File: config.mk
export PLATFORM = sky130hd
export DESIGN_NAME = mem_wb_load_flat
export DESIGN_NICKNAME = d
export VERILOG_FILES = /design/src/rtl/mem_wb_load_if.sv /design/src/rtl/mem_wb_load.sv /design/src/flat_wrapper.sv
export SDC_FILE = /design/constraint.sdc
export NUM_CORES = 1
export LEC_CHECK = 0
export CAP_MARGIN = 20
export CORE_AREA = 2 2 170 172
export CTS_BUF_LIST = sky130_fd_sc_hd__clkbuf_4 sky130_fd_sc_hd__clkbuf_8 sky130_fd_sc_hd__clkbuf_16
export DETAILED_ROUTE_END_ITERATION = 12
export DIE_AREA = 0 0 172 174
export PLACE_DENSITY = 0.81
export SLEW_MARGIN = 40
export SYNTH_ARGS = -nofsm -noshare
export SYNTH_HDL_FRONTEND = slang
export SYNTH_SLANG_ARGS = --single-unit
File: constraint.sdc
create_clock -name clk -period 6.22 [get_ports clk]
set_clock_uncertainty 0.1 [all_clocks]
set_input_delay 0.933 -clock clk [delete_from_list [all_inputs] [get_ports clk]]
set_output_delay 0.933 -clock clk [all_outputs]
set_load 0.01 [all_outputs]
File: src/rtl/mem_wb_load_if.sv
// mem_wb_load_if: memory-stage inputs, SRAM read data and write-back outputs for mem_wb_load.
interface mem_wb_load_if;
  logic [5:0]  stall;
  logic        flush;
  logic [4:0]  mem_wd;
  logic        mem_wreg;
  logic [31:0] mem_wdata;
  logic [31:0] mem_hi;
  logic [31:0] mem_lo;
  logic        mem_whilo;
  logic [7:0]  mem_aluop;
  logic [1:0]  mem_addr_lo;
  logic        mem_cp0_reg_we;
  logic [4:0]  mem_cp0_reg_write_addr;
  logic [31:0] mem_cp0_reg_data;
  logic [31:0] mem_pc;
  logic [31:0] data_sram_rdata;
  logic [4:0]  wb_wd;
  logic        wb_wreg;
  logic [31:0] wb_wdata;
  logic [31:0] wb_hi;
  logic [31:0] wb_lo;
  logic        wb_whilo;
  logic        wb_cp0_reg_we;
  logic [4:0]  wb_cp0_reg_write_addr;
  logic [31:0] wb_cp0_reg_data;
  logic [31:0] debug_wb_pc;
  logic [3:0]  debug_wb_rf_wen;
  logic [4:0]  debug_wb_rf_wnum;
  logic [31:0] debug_wb_rf_wdata;
  modport master (
    output stall, flush, mem_wd, mem_wreg, mem_wdata, mem_hi, mem_lo, mem_whilo, mem_aluop,
           mem_addr_lo, mem_cp0_reg_we, mem_cp0_reg_write_addr, mem_cp0_reg_data, mem_pc,
           data_sram_rdata,
    input  wb_wd, wb_wreg, wb_wdata, wb_hi, wb_lo, wb_whilo, wb_cp0_reg_we,
           wb_cp0_reg_write_addr, wb_cp0_reg_data, debug_wb_pc, debug_wb_rf_wen,
           debug_wb_rf_wnum, debug_wb_rf_wdata
  );
  modport slave (
    input  stall, flush, mem_wd, mem_wreg, mem_wdata, mem_hi, mem_lo, mem_whilo, mem_aluop,
           mem_addr_lo, mem_cp0_reg_we, mem_cp0_reg_write_addr, mem_cp0_reg_data, mem_pc,
           data_sram_rdata,
    output wb_wd, wb_wreg, wb_wdata, wb_hi, wb_lo, wb_whilo, wb_cp0_reg_we,
           wb_cp0_reg_write_addr, wb_cp0_reg_data, debug_wb_pc, debug_wb_rf_wen,
           debug_wb_rf_wnum, debug_wb_rf_wdata
  );
endinterface

File: src/rtl/mem_wb_load.sv
// mem_wb_load: MEM/WB pipeline register with load-data extraction and read-data hold across stalls.
module mem_wb_load (
  input logic clk,
  input logic rst,
  mem_wb_load_if.slave b
);
  localparam logic [7:0] EXE_LB_OP  = 8'b1110_0000;
  localparam logic [7:0] EXE_LBU_OP = 8'b1110_0100;
  localparam logic [7:0] EXE_LH_OP  = 8'b1110_0001;
  localparam logic [7:0] EXE_LHU_OP = 8'b1110_0101;
  localparam logic [7:0] EXE_LW_OP  = 8'b1110_0011;
  typedef struct packed {
    logic [4:0]  wd;
    logic        wreg;
    logic [31:0] wdata;
    logic [31:0] hi;
    logic [31:0] lo;
    logic        whilo;
    logic [7:0]  aluop;
    logic [1:0]  off;
    logic        cp0_we;
    logic [4:0]  cp0_addr;
    logic [31:0] cp0_data;
    logic [31:0] pc;
  } wb_reg_t;
  wb_reg_t     r;
  logic        first;
  logic [31:0] rhold, raw, wdata;
  logic [7:0]  byte_v;
  logic [15:0] half_v;
  logic        unused_stall;
  assign unused_stall = ^b.stall[3:0];
  // An all-zero record is a bubble: EXE_NOP_OP is 0 and every enable is cleared.
  always_ff @(posedge clk) begin
    if (rst || b.flush || (b.stall[4] && !b.stall[5])) begin
      r     <= '0;
      first <= 1'b0;
    end else if (!b.stall[4]) begin
      r     <= '{b.mem_wd, b.mem_wreg, b.mem_wdata, b.mem_hi, b.mem_lo, b.mem_whilo, b.mem_aluop,
                 b.mem_addr_lo, b.mem_cp0_reg_we, b.mem_cp0_reg_write_addr, b.mem_cp0_reg_data,
                 b.mem_pc};
      first <= 1'b1;
    end else
      first <= 1'b0;
  end
  always_ff @(posedge clk) begin
    if (rst) rhold <= '0;
    else if (first) rhold <= b.data_sram_rdata;
  end
  always_comb begin
    raw    = first ? b.data_sram_rdata : rhold;
    byte_v = raw[{r.off, 3'b000} +: 8];
    half_v = r.off == 2'b00 ? raw[15:0] : r.off == 2'b10 ? raw[31:16] : 16'h0;
    wdata  = r.aluop == EXE_LB_OP  ? {{24{byte_v[7]}}, byte_v} :
             r.aluop == EXE_LBU_OP ? {24'h0, byte_v} :
             r.aluop == EXE_LH_OP  ? {{16{half_v[15]}}, half_v} :
             r.aluop == EXE_LHU_OP ? {16'h0, half_v} :
             r.aluop == EXE_LW_OP  ? raw : r.wdata;
  end
  assign b.wb_wd                 = r.wd;
  assign b.wb_wreg               = r.wreg;
  assign b.wb_wdata              = wdata;
  assign b.wb_hi                 = r.hi;
  assign b.wb_lo                 = r.lo;
  assign b.wb_whilo              = r.whilo;
  assign b.wb_cp0_reg_we         = r.cp0_we;
  assign b.wb_cp0_reg_write_addr = r.cp0_addr;
  assign b.wb_cp0_reg_data       = r.cp0_data;
  assign b.debug_wb_pc           = r.pc;
  assign b.debug_wb_rf_wen       = {4{r.wreg & first}};
  assign b.debug_wb_rf_wnum      = r.wd;
  assign b.debug_wb_rf_wdata     = wdata;
endmodule
File: src/flat_wrapper.sv
// flat-port wrapper written by rule: the top's interface ports become plain ports
module mem_wb_load_flat 
  (clk, rst, b_stall, b_flush, b_mem_wd, b_mem_wreg, b_mem_wdata, b_mem_hi, b_mem_lo, b_mem_whilo, b_mem_aluop, b_mem_addr_lo, b_mem_cp0_reg_we, b_mem_cp0_reg_write_addr, b_mem_cp0_reg_data, b_mem_pc, b_data_sram_rdata, b_wb_wd, b_wb_wreg, b_wb_wdata, b_wb_hi, b_wb_lo, b_wb_whilo, b_wb_cp0_reg_we, b_wb_cp0_reg_write_addr, b_wb_cp0_reg_data, b_debug_wb_pc, b_debug_wb_rf_wen, b_debug_wb_rf_wnum, b_debug_wb_rf_wdata);
  mem_wb_load_if b_i ();
  input logic clk;
  input logic rst;
  input wire logic [$bits(b_i.stall)-1:0] b_stall;
  input wire logic [$bits(b_i.flush)-1:0] b_flush;
  input wire logic [$bits(b_i.mem_wd)-1:0] b_mem_wd;
  input wire logic [$bits(b_i.mem_wreg)-1:0] b_mem_wreg;
  input wire logic [$bits(b_i.mem_wdata)-1:0] b_mem_wdata;
  input wire logic [$bits(b_i.mem_hi)-1:0] b_mem_hi;
  input wire logic [$bits(b_i.mem_lo)-1:0] b_mem_lo;
  input wire logic [$bits(b_i.mem_whilo)-1:0] b_mem_whilo;
  input wire logic [$bits(b_i.mem_aluop)-1:0] b_mem_aluop;
  input wire logic [$bits(b_i.mem_addr_lo)-1:0] b_mem_addr_lo;
  input wire logic [$bits(b_i.mem_cp0_reg_we)-1:0] b_mem_cp0_reg_we;
  input wire logic [$bits(b_i.mem_cp0_reg_write_addr)-1:0] b_mem_cp0_reg_write_addr;
  input wire logic [$bits(b_i.mem_cp0_reg_data)-1:0] b_mem_cp0_reg_data;
  input wire logic [$bits(b_i.mem_pc)-1:0] b_mem_pc;
  input wire logic [$bits(b_i.data_sram_rdata)-1:0] b_data_sram_rdata;
  output wire logic [$bits(b_i.wb_wd)-1:0] b_wb_wd;
  output wire logic [$bits(b_i.wb_wreg)-1:0] b_wb_wreg;
  output wire logic [$bits(b_i.wb_wdata)-1:0] b_wb_wdata;
  output wire logic [$bits(b_i.wb_hi)-1:0] b_wb_hi;
  output wire logic [$bits(b_i.wb_lo)-1:0] b_wb_lo;
  output wire logic [$bits(b_i.wb_whilo)-1:0] b_wb_whilo;
  output wire logic [$bits(b_i.wb_cp0_reg_we)-1:0] b_wb_cp0_reg_we;
  output wire logic [$bits(b_i.wb_cp0_reg_write_addr)-1:0] b_wb_cp0_reg_write_addr;
  output wire logic [$bits(b_i.wb_cp0_reg_data)-1:0] b_wb_cp0_reg_data;
  output wire logic [$bits(b_i.debug_wb_pc)-1:0] b_debug_wb_pc;
  output wire logic [$bits(b_i.debug_wb_rf_wen)-1:0] b_debug_wb_rf_wen;
  output wire logic [$bits(b_i.debug_wb_rf_wnum)-1:0] b_debug_wb_rf_wnum;
  output wire logic [$bits(b_i.debug_wb_rf_wdata)-1:0] b_debug_wb_rf_wdata;
  assign b_i.stall = b_stall;
  assign b_i.flush = b_flush;
  assign b_i.mem_wd = b_mem_wd;
  assign b_i.mem_wreg = b_mem_wreg;
  assign b_i.mem_wdata = b_mem_wdata;
  assign b_i.mem_hi = b_mem_hi;
  assign b_i.mem_lo = b_mem_lo;
  assign b_i.mem_whilo = b_mem_whilo;
  assign b_i.mem_aluop = b_mem_aluop;
  assign b_i.mem_addr_lo = b_mem_addr_lo;
  assign b_i.mem_cp0_reg_we = b_mem_cp0_reg_we;
  assign b_i.mem_cp0_reg_write_addr = b_mem_cp0_reg_write_addr;
  assign b_i.mem_cp0_reg_data = b_mem_cp0_reg_data;
  assign b_i.mem_pc = b_mem_pc;
  assign b_i.data_sram_rdata = b_data_sram_rdata;
  assign b_wb_wd = b_i.wb_wd;
  assign b_wb_wreg = b_i.wb_wreg;
  assign b_wb_wdata = b_i.wb_wdata;
  assign b_wb_hi = b_i.wb_hi;
  assign b_wb_lo = b_i.wb_lo;
  assign b_wb_whilo = b_i.wb_whilo;
  assign b_wb_cp0_reg_we = b_i.wb_cp0_reg_we;
  assign b_wb_cp0_reg_write_addr = b_i.wb_cp0_reg_write_addr;
  assign b_wb_cp0_reg_data = b_i.wb_cp0_reg_data;
  assign b_debug_wb_pc = b_i.debug_wb_pc;
  assign b_debug_wb_rf_wen = b_i.debug_wb_rf_wen;
  assign b_debug_wb_rf_wnum = b_i.debug_wb_rf_wnum;
  assign b_debug_wb_rf_wdata = b_i.debug_wb_rf_wdata;
  mem_wb_load u_core (.clk(clk), .rst(rst), .b(b_i));
endmodule
==> flow_metrics.tcl <==
set metrics [dict create \
    detail_route.drc_violations 0 \
    final.setup.tns_ns 0 \
    worst-endpoint-arrival_ns 3.36 \
    timing.reg2reg.setup_slack_ns 4.62 \
    ctsLongestPathBuffers 3 \
    antenna_found_initial 1 \
    final-setup-viol-count 0 \
    cts.repair_timing.setup_buffer_count 0 \
    synth_commonest_cells "233 x sky130_fd_sc_hd__mux2i_1, 216 x sky130_fd_sc_hd__dfxtp_1, 211 x sky130_fd_sc_hd__nor2_1" \
    post_cts_resize_count 0 \
    synth_top_cells_by_area "sky130_fd_sc_hd__dfxtp_1 43%, sky130_fd_sc_hd__mux2i_1 23%, sky130_fd_sc_hd__buf_4 14%" \
    ys_warnings 0 \
    initial_utilization_pct 35.75 \
    combPwrFrac_pct 13.2 \
    synth.distinct_cells 38 \
    num_io_pins 438 \
    timing.final.crit_period_ns 4.398 \
    relative_max_transition_margin_pct 33.46 \
    r2r_start "u_core.first$_SDFF_PP0_" \
    stdcell_area_um2 14200 \
    fmax_mhz 227.4 \
    syn-cell-area_um2 10090 \
    hold_buffers 0 \
    placementRows 62 \
    critPathCaptureType "output port" \
    cts_root_cell "sky130_fd_sc_hd__clkbuf_16" \
    cells_on_worst_reg2reg_path 2 \
    place_inst 1631 \
    async_reset_ff_share_pct 0 \
    yosysTopAreaCell "sky130_fd_sc_hd__dfxtp_1" \
    fin_nets 1498 \
    regToRegEndpoint "u_core.rhold[29]$_SDFF_PP0_" \
    drv_cap 0 \
    grt_start_max_net_pins 184 \
    synthToLayoutAreaGrowth_pct 40.64 \
    timing.critical_path.slowest_cell_delay_ns 0.68 \
    power.sequential.fraction_pct 43.8 \
    start_kind "flop" \
    count_of_h_tree_levels_built_during_cts 1 \
    timing.hold.worst.class "flop to flop" \
    worst_path_max_delay_cell "sky130_fd_sc_hd__nor3b_2" \
    via_count 7883 \
    final_cell_count_no_fill 1673 \
    postSynthRegisterBits 216 \
    dominantRegCellSynth "sky130_fd_sc_hd__dfxtp_1" \
    core_area_um2 28240 \
    timing.final.max_slew_violations 0 \
    dieArea_um2 29930 \
    grt_first_pass_wirelength_um 44020 \
    finalCritPeriodShare_pct 70.70 \
    grt-ovfl-total 0 \
    fp.dieH_um 174 \
    crit_end "b_wb_wdata[0]" \
    criticalPathCategory "flop to output port" \
    placed_area_um2 13400 \
    portBuffers 433 \
    hold_viol 0 \
    netSwitchingPower_mw 0.7608 \
    worst_ep_required_time_ns 5.19 \
    internal-power_mw 2.550 \
    filler_cell_count 2571 \
    grt.total_usage_pct 18.58 \
    critPathMaxFanout 18 \
    synth-seq-area-share_pct 42.84 \
    gpl.final_weighted_congestion 0.7957 \
    synthCells 1046 \
    run_status "complete, no violations" \
    powerDensity_nw_per_um2 233.2 \
    fraction_of_layout_cells_with_a_size_suffix_above_1_pct 6.134 \
    leakage_nw 5.657 \
    synthMostInstantiatedCell "sky130_fd_sc_hd__mux2i_1" \
    routed_wirelength_um 28910 \
    synth_edf_count 0 \
    synth_top_area_share_pct 42.84 \
    detailed_place_hpwl_um 21280 \
    insertion_delay_ns 0.51 \
    worst_pin_slew_ns 0.9982 \
    detail_route.vias_per_cell 4.712 \
    irDropWorstVdd_uv 198.9 \
    worstSetupStartpoint "u_core.r[73]$_SDFFE_PP0N_" \
    pwr-share-clk_pct 43.0 \
    rsz0062_at_grt "false" \
    ant_nets 0 \
    average_footprint_of_a_synthesized_cell_um2 9.651 \
    drt_iter0_markers 412 \
    netSwitchingFraction_pct 22.98 \
    cts_made_buffers 25 \
    firstDrtPassIters 5 \
    cts.reportedPaths.clkPinSlew_ns 0.06 \
    critical_path.cell_chain "nor2b_1, buf_4, nor3b_2, buf_4, mux2i_1, mux2i_1, clkdlybuf4s50_1" \
    wire_per_inst_um 17.28 \
    floorplan.die.width_um 172 \
    cts_tree "done" \
    synth.net_count 1270 \
    cts_num_sinks 216 \
    first_global_vias 8032 \
]
cells in the final DEF, fill, tap and decap left out, drive strengths merged, types with 2 or more instances in the layout:
cell type      instances
clkdlybuf4s50        432
mux2i                233
dfxtp                216
nor2                 211
clkbuf                36
nand2                 22
o22ai                 18
a21oi                 17
o21ai                 17
nand2b                15
a32oi                 14
mux2                  11
nor2b                  9
buf                    9
inv                    5
clkinv                 3
nand3                  2
nor3b                  2
nor3                   2
nand4                  2
a31oi                  2
worst min path at each step:
stage	from	endpoint	slack [ns]	cells past startpoint
floorplan	u_core.r[145]$_SDFFE_PP0N_	u_core.r[145]$_SDFFE_PP0N_	0.36	2
global placement	u_core.b.wb_hi[23]$_SDFFE_PP0N_	u_core.b.wb_hi[23]$_SDFFE_PP0N_	0.37	2
detailed placement	u_core.b.debug_wb_pc[30]$_SDFFE_PP0N_	u_core.b.debug_wb_pc[30]$_SDFFE_PP0N_	0.38	2
CTS	u_core.b.wb_hi[21]$_SDFFE_PP0N_	u_core.b.wb_hi[21]$_SDFFE_PP0N_	0.40	2
global route	u_core.b.wb_lo[15]$_SDFFE_PP0N_	u_core.b.wb_lo[15]$_SDFFE_PP0N_	0.42	2
finish	u_core.b.wb_hi[21]$_SDFFE_PP0N_	u_core.b.wb_hi[21]$_SDFFE_PP0N_	0.39	2
power groups by stage:
stage | Combinational [mW] | Clock, mW | Sequential [mW]
global route | 0.469 | 1.51 | 1.45
finish | 0.438 | 1.42 | 1.45
detailed placement | 0.438 | 0 | 1.48
floorplan | 0.236 | 0 | 1.47
global placement | 0.431 | 0 | 1.48
CTS | 0.441 | 1.46 | 1.45
worst max-delay path: cells and delay by family (launching register included):
kind	cells	cell delay [ns]
flip-flops	1	0.42
multiplexers	2	0.40
buffers and inverters	3	1.18
AND/OR/NAND/NOR	2	0.84
cell type report:
cell class | count | area [um^2] | area share (%)
clock inverters | 5 | 56.30 | 0.3966
clock buffers | 36 | 739.5 | 5.208
well taps | 384 | 480.5 | 3.384
flip-flops and latches | 216 | 4328 | 30.48
multi-input cells | 585 | 4136 | 29.14
repair buffers | 441 | 4436 | 31.24
inverters | 5 | 18.77 | 0.1322
diodes | 1 | 2.502 | 0.01763
logic make-up (layout without fill, tap and decap cells):
group           after synthesis  in the layout  synth area share [%]
buf+inv                     245            487                 16.39
flops                       216            216                 42.84
other cells                   0              1                     0
compound gates               70             70                 4.722
mux                         245            245                 24.67
simple gates                270            270                 11.39
flip-flops by register name, indices dropped and copies added, names as in the netlist, 5 cells and up:
signal / flops
u_core.b.debug_wb_pc: 32
u_core.b.debug_wb_rf_wnum: 5
u_core.b.wb_cp0_reg_data: 32
u_core.b.wb_cp0_reg_write_addr: 5
u_core.b.wb_hi: 32
u_core.b.wb_lo: 32
u_core.r: 42
u_core.rhold: 32
stage by stage:
stage | hold WS (ns) | total power [mW] | util (%) | setup WS (ns)
global route | 0.4232 | 3.436 | 50.27 | 1.651
detailed placement | 0.3848 | 1.918 | 47.44 | 1.961
finish | 0.3891 | 3.311 | 50.28 | 1.822
CTS | 0.3960 | 3.353 | 50.26 | 1.803
floorplan | 0.3627 | 1.704 | - | 2.864
global placement | 0.3724 | 1.909 | 47.30 | 1.989
metal layers:
metal / global-route usage (%) / part of all wire, % / vias to the layer above
met5: 0 / 0.055 / -
met4: 6.758 / 2.9 / 2
met3: 4.827 / 7.7 / 58
met2: 32.36 / 49 / 308
met1: 21.82 / 40 / 3733
li1: - / - / 3782
No activity file was read; power rests on OpenSTA's default activity.
